[src/rtl/io_mmio_bank_pkg.sv]
// ============================================================================
// Module   : io_mmio_pkg
// Brief    : Register offsets and default window base for the MMIO I/O bank.
// Revision : 1.0
// ============================================================================
`default_nettype none

package io_mmio_pkg;

   localparam logic [31:0] DEFAULT_BASE_ADDR = 32'hFFFF_FF00;

   localparam logic [7:0] OFF_OUT        = 8'h00;
   localparam logic [7:0] OFF_OUT_SET    = 8'h04;
   localparam logic [7:0] OFF_OUT_CLR    = 8'h08;
   localparam logic [7:0] OFF_IN         = 8'h0C;
   localparam logic [7:0] OFF_IN_EDGE    = 8'h10;
   localparam logic [7:0] OFF_PWM_EN     = 8'h14;
   localparam logic [7:0] OFF_PWM_PERIOD = 8'h18;
   localparam logic [7:0] OFF_PWM_DUTY0  = 8'h20;

endpackage

`default_nettype wire

[src/rtl/io_mmio_bank_pwm_channel.sv]
// ============================================================================
// Module   : pwm_channel
// Brief    : One PWM pin; duty reloads from the shadow on wrap or while idle.
// Revision : 1.0
// ============================================================================
`default_nettype none

module pwm_channel #(
   parameter int PWM_W = 16
) (
   input  logic             clk,
   input  logic             nrst,
   input  logic [PWM_W-1:0] cnt,
   input  logic             wrap,
   input  logic             en,
   input  logic [PWM_W-1:0] duty,
   output logic             pwm
);

   logic [PWM_W-1:0] r_duty_act;

   always_ff @(posedge clk or negedge nrst) begin
      if (!nrst) begin
         r_duty_act <= '0;
      end else if (wrap || !en) begin
         r_duty_act <= duty;
      end
   end

   assign pwm = en & (cnt < r_duty_act);

endmodule

`default_nettype wire

[src/rtl/io_mmio_bank.sv]
// ============================================================================
// Module   : io_mmio_bank
// Brief    : Memory-mapped output/input/PWM register window with passthrough.
// Revision : 1.0
// ============================================================================
`default_nettype none

module io_mmio_bank
   import io_mmio_pkg::*;
#(
   parameter int          NUM_PWM   = 4,
   parameter int          PWM_W     = 16,
   parameter int          IN_W      = 32,
   parameter int          OUT_W     = 32,
   parameter logic [31:0] BASE_ADDR = DEFAULT_BASE_ADDR
) (
   input  logic               clk,
   input  logic               nrst,
   input  logic               write_mem,
   input  logic               read_mem,
   input  logic [31:0]        data_address,
   input  logic [31:0]        data_to_write,
   input  logic [31:0]        data_from_mem,
   output logic [31:0]        data_read,
   input  logic [IN_W-1:0]    IO_in,
   output logic [OUT_W-1:0]   IO_out,
   output logic [NUM_PWM-1:0] IO_pwm
);

   logic               w_hit;
   logic               w_wr;
   logic [7:0]         w_off;
   logic               w_wrap;
   logic               w_period_wr;
   logic [IN_W-1:0]    w_rise;
   logic [IN_W-1:0]    w_edge_clr;
   logic [31:0]        w_reg;
   logic               w_unused;
   logic [PWM_W-1:0]   w_duty [NUM_PWM];

   logic [OUT_W-1:0]   r_out;
   logic [IN_W-1:0]    r_sync1;
   logic [IN_W-1:0]    r_sync2;
   logic [IN_W-1:0]    r_sync2_d;
   logic [IN_W-1:0]    r_edge;
   logic [NUM_PWM-1:0] r_en;
   logic [PWM_W-1:0]   r_period;
   logic [PWM_W-1:0]   r_cnt;

   assign w_hit       = (data_address[31:8] == BASE_ADDR[31:8]);
   assign w_off       = {data_address[7:2], 2'b00};
   assign w_wr        = w_hit & write_mem;
   assign w_period_wr = w_wr && (w_off == OFF_PWM_PERIOD);
   assign w_wrap      = (r_cnt == r_period);
   assign w_rise      = r_sync2 & ~r_sync2_d;
   assign w_edge_clr  = (w_wr && (w_off == OFF_IN_EDGE)) ? data_to_write[IN_W-1:0] : '0;
   assign w_unused    = &{1'b0, data_address[1:0], data_to_write};

   always_ff @(posedge clk or negedge nrst) begin
      if (!nrst) begin
         r_out    <= '0;
         r_en     <= '0;
         r_period <= '0;
      end else if (w_wr) begin
         case (w_off)
            OFF_OUT:        r_out    <= data_to_write[OUT_W-1:0];
            OFF_OUT_SET:    r_out    <= r_out | data_to_write[OUT_W-1:0];
            OFF_OUT_CLR:    r_out    <= r_out & ~data_to_write[OUT_W-1:0];
            OFF_PWM_EN:     r_en     <= data_to_write[NUM_PWM-1:0];
            OFF_PWM_PERIOD: r_period <= data_to_write[PWM_W-1:0];
            default:        ;
         endcase
      end
   end

   // Hardware set wins over a W1C clear landing in the same cycle.
   always_ff @(posedge clk or negedge nrst) begin
      if (!nrst) begin
         r_sync1   <= '0;
         r_sync2   <= '0;
         r_sync2_d <= '0;
         r_edge    <= '0;
      end else begin
         r_sync1   <= IO_in;
         r_sync2   <= r_sync1;
         r_sync2_d <= r_sync2;
         r_edge    <= (r_edge & ~w_edge_clr) | w_rise;
      end
   end

   always_ff @(posedge clk or negedge nrst) begin
      if (!nrst) begin
         r_cnt <= '0;
      end else if (w_period_wr || w_wrap) begin
         r_cnt <= '0;
      end else begin
         r_cnt <= r_cnt + {{(PWM_W-1){1'b0}}, 1'b1};
      end
   end

   for (genvar i = 0; i < NUM_PWM; i++) begin : g_pwm
      localparam logic [7:0] c_duty_off = OFF_PWM_DUTY0 + 8'(4 * i);
      logic [PWM_W-1:0] r_duty;

      always_ff @(posedge clk or negedge nrst) begin
         if (!nrst) begin
            r_duty <= '0;
         end else if (w_wr && (w_off == c_duty_off)) begin
            r_duty <= data_to_write[PWM_W-1:0];
         end
      end

      assign w_duty[i] = r_duty;

      pwm_channel #(
         .PWM_W (PWM_W)
      ) u_pwm_channel (
         .clk  (clk),
         .nrst (nrst),
         .cnt  (r_cnt),
         .wrap (w_wrap),
         .en   (r_en[i]),
         .duty (r_duty),
         .pwm  (IO_pwm[i])
      );
   end

   always_comb begin
      w_reg = '0;
      case (w_off)
         OFF_OUT:        w_reg[OUT_W-1:0]   = r_out;
         OFF_IN:         w_reg[IN_W-1:0]    = r_sync2;
         OFF_IN_EDGE:    w_reg[IN_W-1:0]    = r_edge;
         OFF_PWM_EN:     w_reg[NUM_PWM-1:0] = r_en;
         OFF_PWM_PERIOD: w_reg[PWM_W-1:0]   = r_period;
         default: begin
            for (int i = 0; i < NUM_PWM; i++) begin
               if (w_off == (OFF_PWM_DUTY0 + 8'(4 * i))) begin
                  w_reg[PWM_W-1:0] = w_duty[i];
               end
            end
         end
      endcase
   end

   assign data_read = (w_hit && read_mem) ? w_reg : data_from_mem;
   assign IO_out    = r_out;

endmodule

`default_nettype wire

[config.mk]
export PLATFORM = sky130hd
export DESIGN_NAME = io_mmio_bank
export DESIGN_NICKNAME = d
export VERILOG_FILES = /design/src/rtl/io_mmio_bank_pkg.sv /design/src/rtl/io_mmio_bank_pwm_channel.sv /design/src/rtl/io_mmio_bank.sv
export SDC_FILE = /design/constraint.sdc
export NUM_CORES = 1
export LEC_CHECK = 0
export CAP_MARGIN = 30
export CORE_MARGIN = 4
export CORE_UTILIZATION = 60
export DETAILED_ROUTE_END_ITERATION = 16
export PLACE_DENSITY = 0.9
export SLEW_MARGIN = 20
export SYNTH_ARGS = -nofsm -noshare
export SYNTH_HDL_FRONTEND = slang
export SYNTH_HIERARCHICAL = 1
export SYNTH_SLANG_ARGS = --single-unit
[constraint.sdc]
create_clock -name clk -period 6.1 [get_ports clk]
set_input_delay 1.525 -clock clk [delete_from_list [all_inputs] [get_ports clk]]
set_output_delay 1.525 -clock clk [all_outputs]
set_load 0.05 [all_outputs]
==> metrics.md <==
| Metric | Value |
|---|---|
| DRT Pass-1 Iters | 6 |
| Max Cap Viol | 0 |
| Final Hold Slack | roughly 0.35 ns |
| Cell with the most instances after synthesis | dfrtp_1 |
| GRT Util Overall | 0.3383 |
| Fin cells | 1864 |
| Vias/cell | 6.729 |
| Layout cells sized above 1 | 0.1631 |
| Met3 routed WL | 4660 um |
| Post-CTS setup buffers | 0 |
| Number of DRC markers in iteration 0 | approximately 1800 |
| RSZ-0062 raised after global routing | false |
| Clk_skew | about 0.028 ns |
| Core area | 0.02446 sq mm |
| I/O pin count | 200 |
| Sequential area share after synthesis | 0.5412 |
| Vias in the first global route | 13240 |
| Top cells by area, synth | dfrtp_1 54%, mux2_2 6.4%, ha_1 5.1%, o21ai_0 4.2%, inv_1 3.3% |
| Clock Latency Late Sink | approximately 0.54 ns |
| Half-perimeter wire length after placement | just under 30000 um |
| Status | completed |
| Filler cell count | 1377 |
| Crit path arrival time | ~4.2 ns |
| Period utilisation layout | 0.9303 |
| Total grt overflow | 0 |
| Critical Path RT | 4.58 ns |
| Yosys cell types | just over 60 |
| Antenna Nets Post-Route | 0 |
| Die width | 166.0 um |
| PostCTS Resize Cnt | 0 |
| Least-Margin Pin Slew | 0.9258 ns |
| Max Used Layer | met4 |
| Slew HR | 0.3828 |
| Area grow syn2layout | 25.14% |
| Gpl congestion | 0.9617 |
| Final min period | 5.675 ns |
| CTS tree | yes |
| Max Clk Rate | 176.2 MHz |
| Cells after DPL | 1801 |
| Synth cell count leaders | 324 x dfrtp_1, 132 x inv_1, 126 x o21ai_0 |
| Final setup fails | 0 |
| DR WL/cell | 25.63 um |
| Syn nets | about 1500 |
| Mapped cell area | 0.01498 sq mm |
| Setup CP Type | input port to primary output |
| Top cell type's share of synthesized area | 0.5412 |
| Met2 WL | approximately 23000 um |
| Syn Area/Cell | 11.31 sq um |
| PD cells | 247.9 mW/mm^2 |
| Buffer levels on the longest clock path | 3 |
| Critical path startpoint category | input port |
| Post-placement cell area | about 0.018 sq mm |
| First-pass GRT wire length | ~74000 um |
| Critical-path top delay cell | clkdlybuf4s50_1 |
| Routed WL | 47780 um |
| Util after Layout | 0.7664 |
| Synth async-reset ratio | 1.000 |
| Antenna violations before repair | 1 |
| Hold WC Path Type | flip-flop to flip-flop |
| M1 WL | 16950 um |
| Slew Viols, Final | 0 |
| Pleak | 8.290 nW |
| Crit-path max cell delay | 0.84 ns |
| Die area | 0.02756 sq mm |
| Maximum vdd drop | 276.2 uV |
| Largest net degree at the start of global routing | approximately 120 |
| Die extent in y | between 150 and 200 um |
| Worst-path clk slew | 0.06 ns |
| Cts bufs inserted | 35 |
| Number of port buffers | 197 |
| Final nets | 1708 |
| Flop and latch count out of synthesis | 324 |
| CP Max Fanout | 13 |
| Top_reg_cell synth | dfrtp_1 |
| Final instance area | 0.01875 sq mm |
| Vias | 12540 |
| CTS Hold Bufs | 0 |
| Cells after Synth | 1324 |
| Final hold vios | 0 |
| Pwr Total | 4.648 mW |
| Crit path capture type | primary output |
| Final setup margin | 0.4251 ns |
| Drt drc | 0 |
| Setup WS pre-CTS | 0.6207 ns |
| H-tree depth | 2 |
| Fin Setup TNS | 0 ns |
| Warnings from Yosys | 6 |
| Site Rows | 57 |
| Top cell type by total area after synthesis | dfrtp_1 |
| Post-synth EDFFs | 0 |
| Clock root cell | clkbuf_16 |
| Crit path cell chain | clkdlybuf4s50_1 -> and3b_1 -> and2_1 -> a22oi_1 -> a31oi_1 -> buf_12 |
| Total clock sinks | ~320 |
| Initial Util | 0.6124 |
path summary, 6_finish.rpt:
check / end / depth (start not counted) / start / slack [ns]
worst min register to register: r_sync2[7]$_DFF_PN0_ / 0 / r_sync1[7]$_DFF_PN0_ / 0.35
worst max-delay path: data_read[7] / 6 / data_address[3] / 0.43
worst min-delay path: r_sync2[7]$_DFF_PN0_ / 0 / r_sync1[7]$_DFF_PN0_ / 0.35
max in group asynchronous: r_sync2[20]$_DFF_PN0_ / 2 / nrst / 3.93
worst max register to register: g_pwm[1].u_pwm_channel/r_duty_act[0]$_DFFE_PN0P_ / 7 / r_cnt[1]$_DFF_PN0_ / 3.05
min in group asynchronous: g_pwm[0].u_pwm_channel/r_duty_act[6]$_DFFE_PN0P_ / 1 / nrst / 1.02
metal layers:
metal	global-route usage	up-vias
met4	0.1984	0
met5	0	-
li1	-	5136
met2	0.5479	1028
met3	0.07284	260
met1	0.4223	6118
power breakdown:
part	internal (mW)	total (mW)	switching, mW
Sequential	2.18	2.20	0.0176
Combinational	0.147	0.331	0.184
Clock	1.22	2.12	0.895
Total	3.55	4.65	1.10
placed cells by master, fill, tap and decap left out, types with 14 or more instances in the layout:
cell type,n
o21ai_0,126
dfrtp_1,324
nand2_1,86
ha_1,61
nor3_1,14
clkdlybuf4s50_1,163
and2_1,14
nor2_1,35
buf_12,34
nand2b_1,15
a21oi_1,40
nand4_1,25
o31ai_1,64
mux2_2,85
clkbuf_16,36
xnor2_1,22
a222oi_1,16
inv_1,132
o2bb2ai_1,17
mux4_2,15
buf_4,25
registers in the layout (all words and copies together), names as in the netlist:
signal and cells:
r_sync1 32, r_sync2_d 32, g_pwm.u_pwm_channel/r_duty_act 64, r_edge 32
IO_out 32, g_pwm.r_duty 64, r_period 16, r_sync2 32
r_en 4, r_cnt 16
layout make-up:
type | instances | area (sq um) | area share
Antenna cell | 1 | 2.502 | 0.0001335
Timing Repair Buffer | 224 | 2520 | 0.1344
Clock inverter | 15 | 151.4 | 0.008076
Multi-Input combinational cell | 798 | 6086 | 0.3246
Clock buffer | 46 | 978.4 | 0.05219
Inverter | 132 | 495.5 | 0.02643
Sequential cell | 324 | 8108 | 0.4325
Tap cell | 324 | 405.4 | 0.02162
worst max-delay path: cells and delay by family:
kind	cells	cell delay (ns)
buffers and inverters	2	1.04
and+or+nand+nor	2	0.95
AOI/OAI and AO/OA	2	0.62
cell families after synthesis:
logic type               Yosys count  synth area share
adder cells (fa/ha/maj)           61           0.05095
XOR/XNOR                          29           0.01695
buffers and inverters            202           0.05396
AND/OR/NAND/NOR                  246           0.08928
AO/OA/AOI/OAI                    357            0.1579
flip-flops                       324            0.5412
multiplexers                     105           0.08979
(Power assumes the default switching activity.)
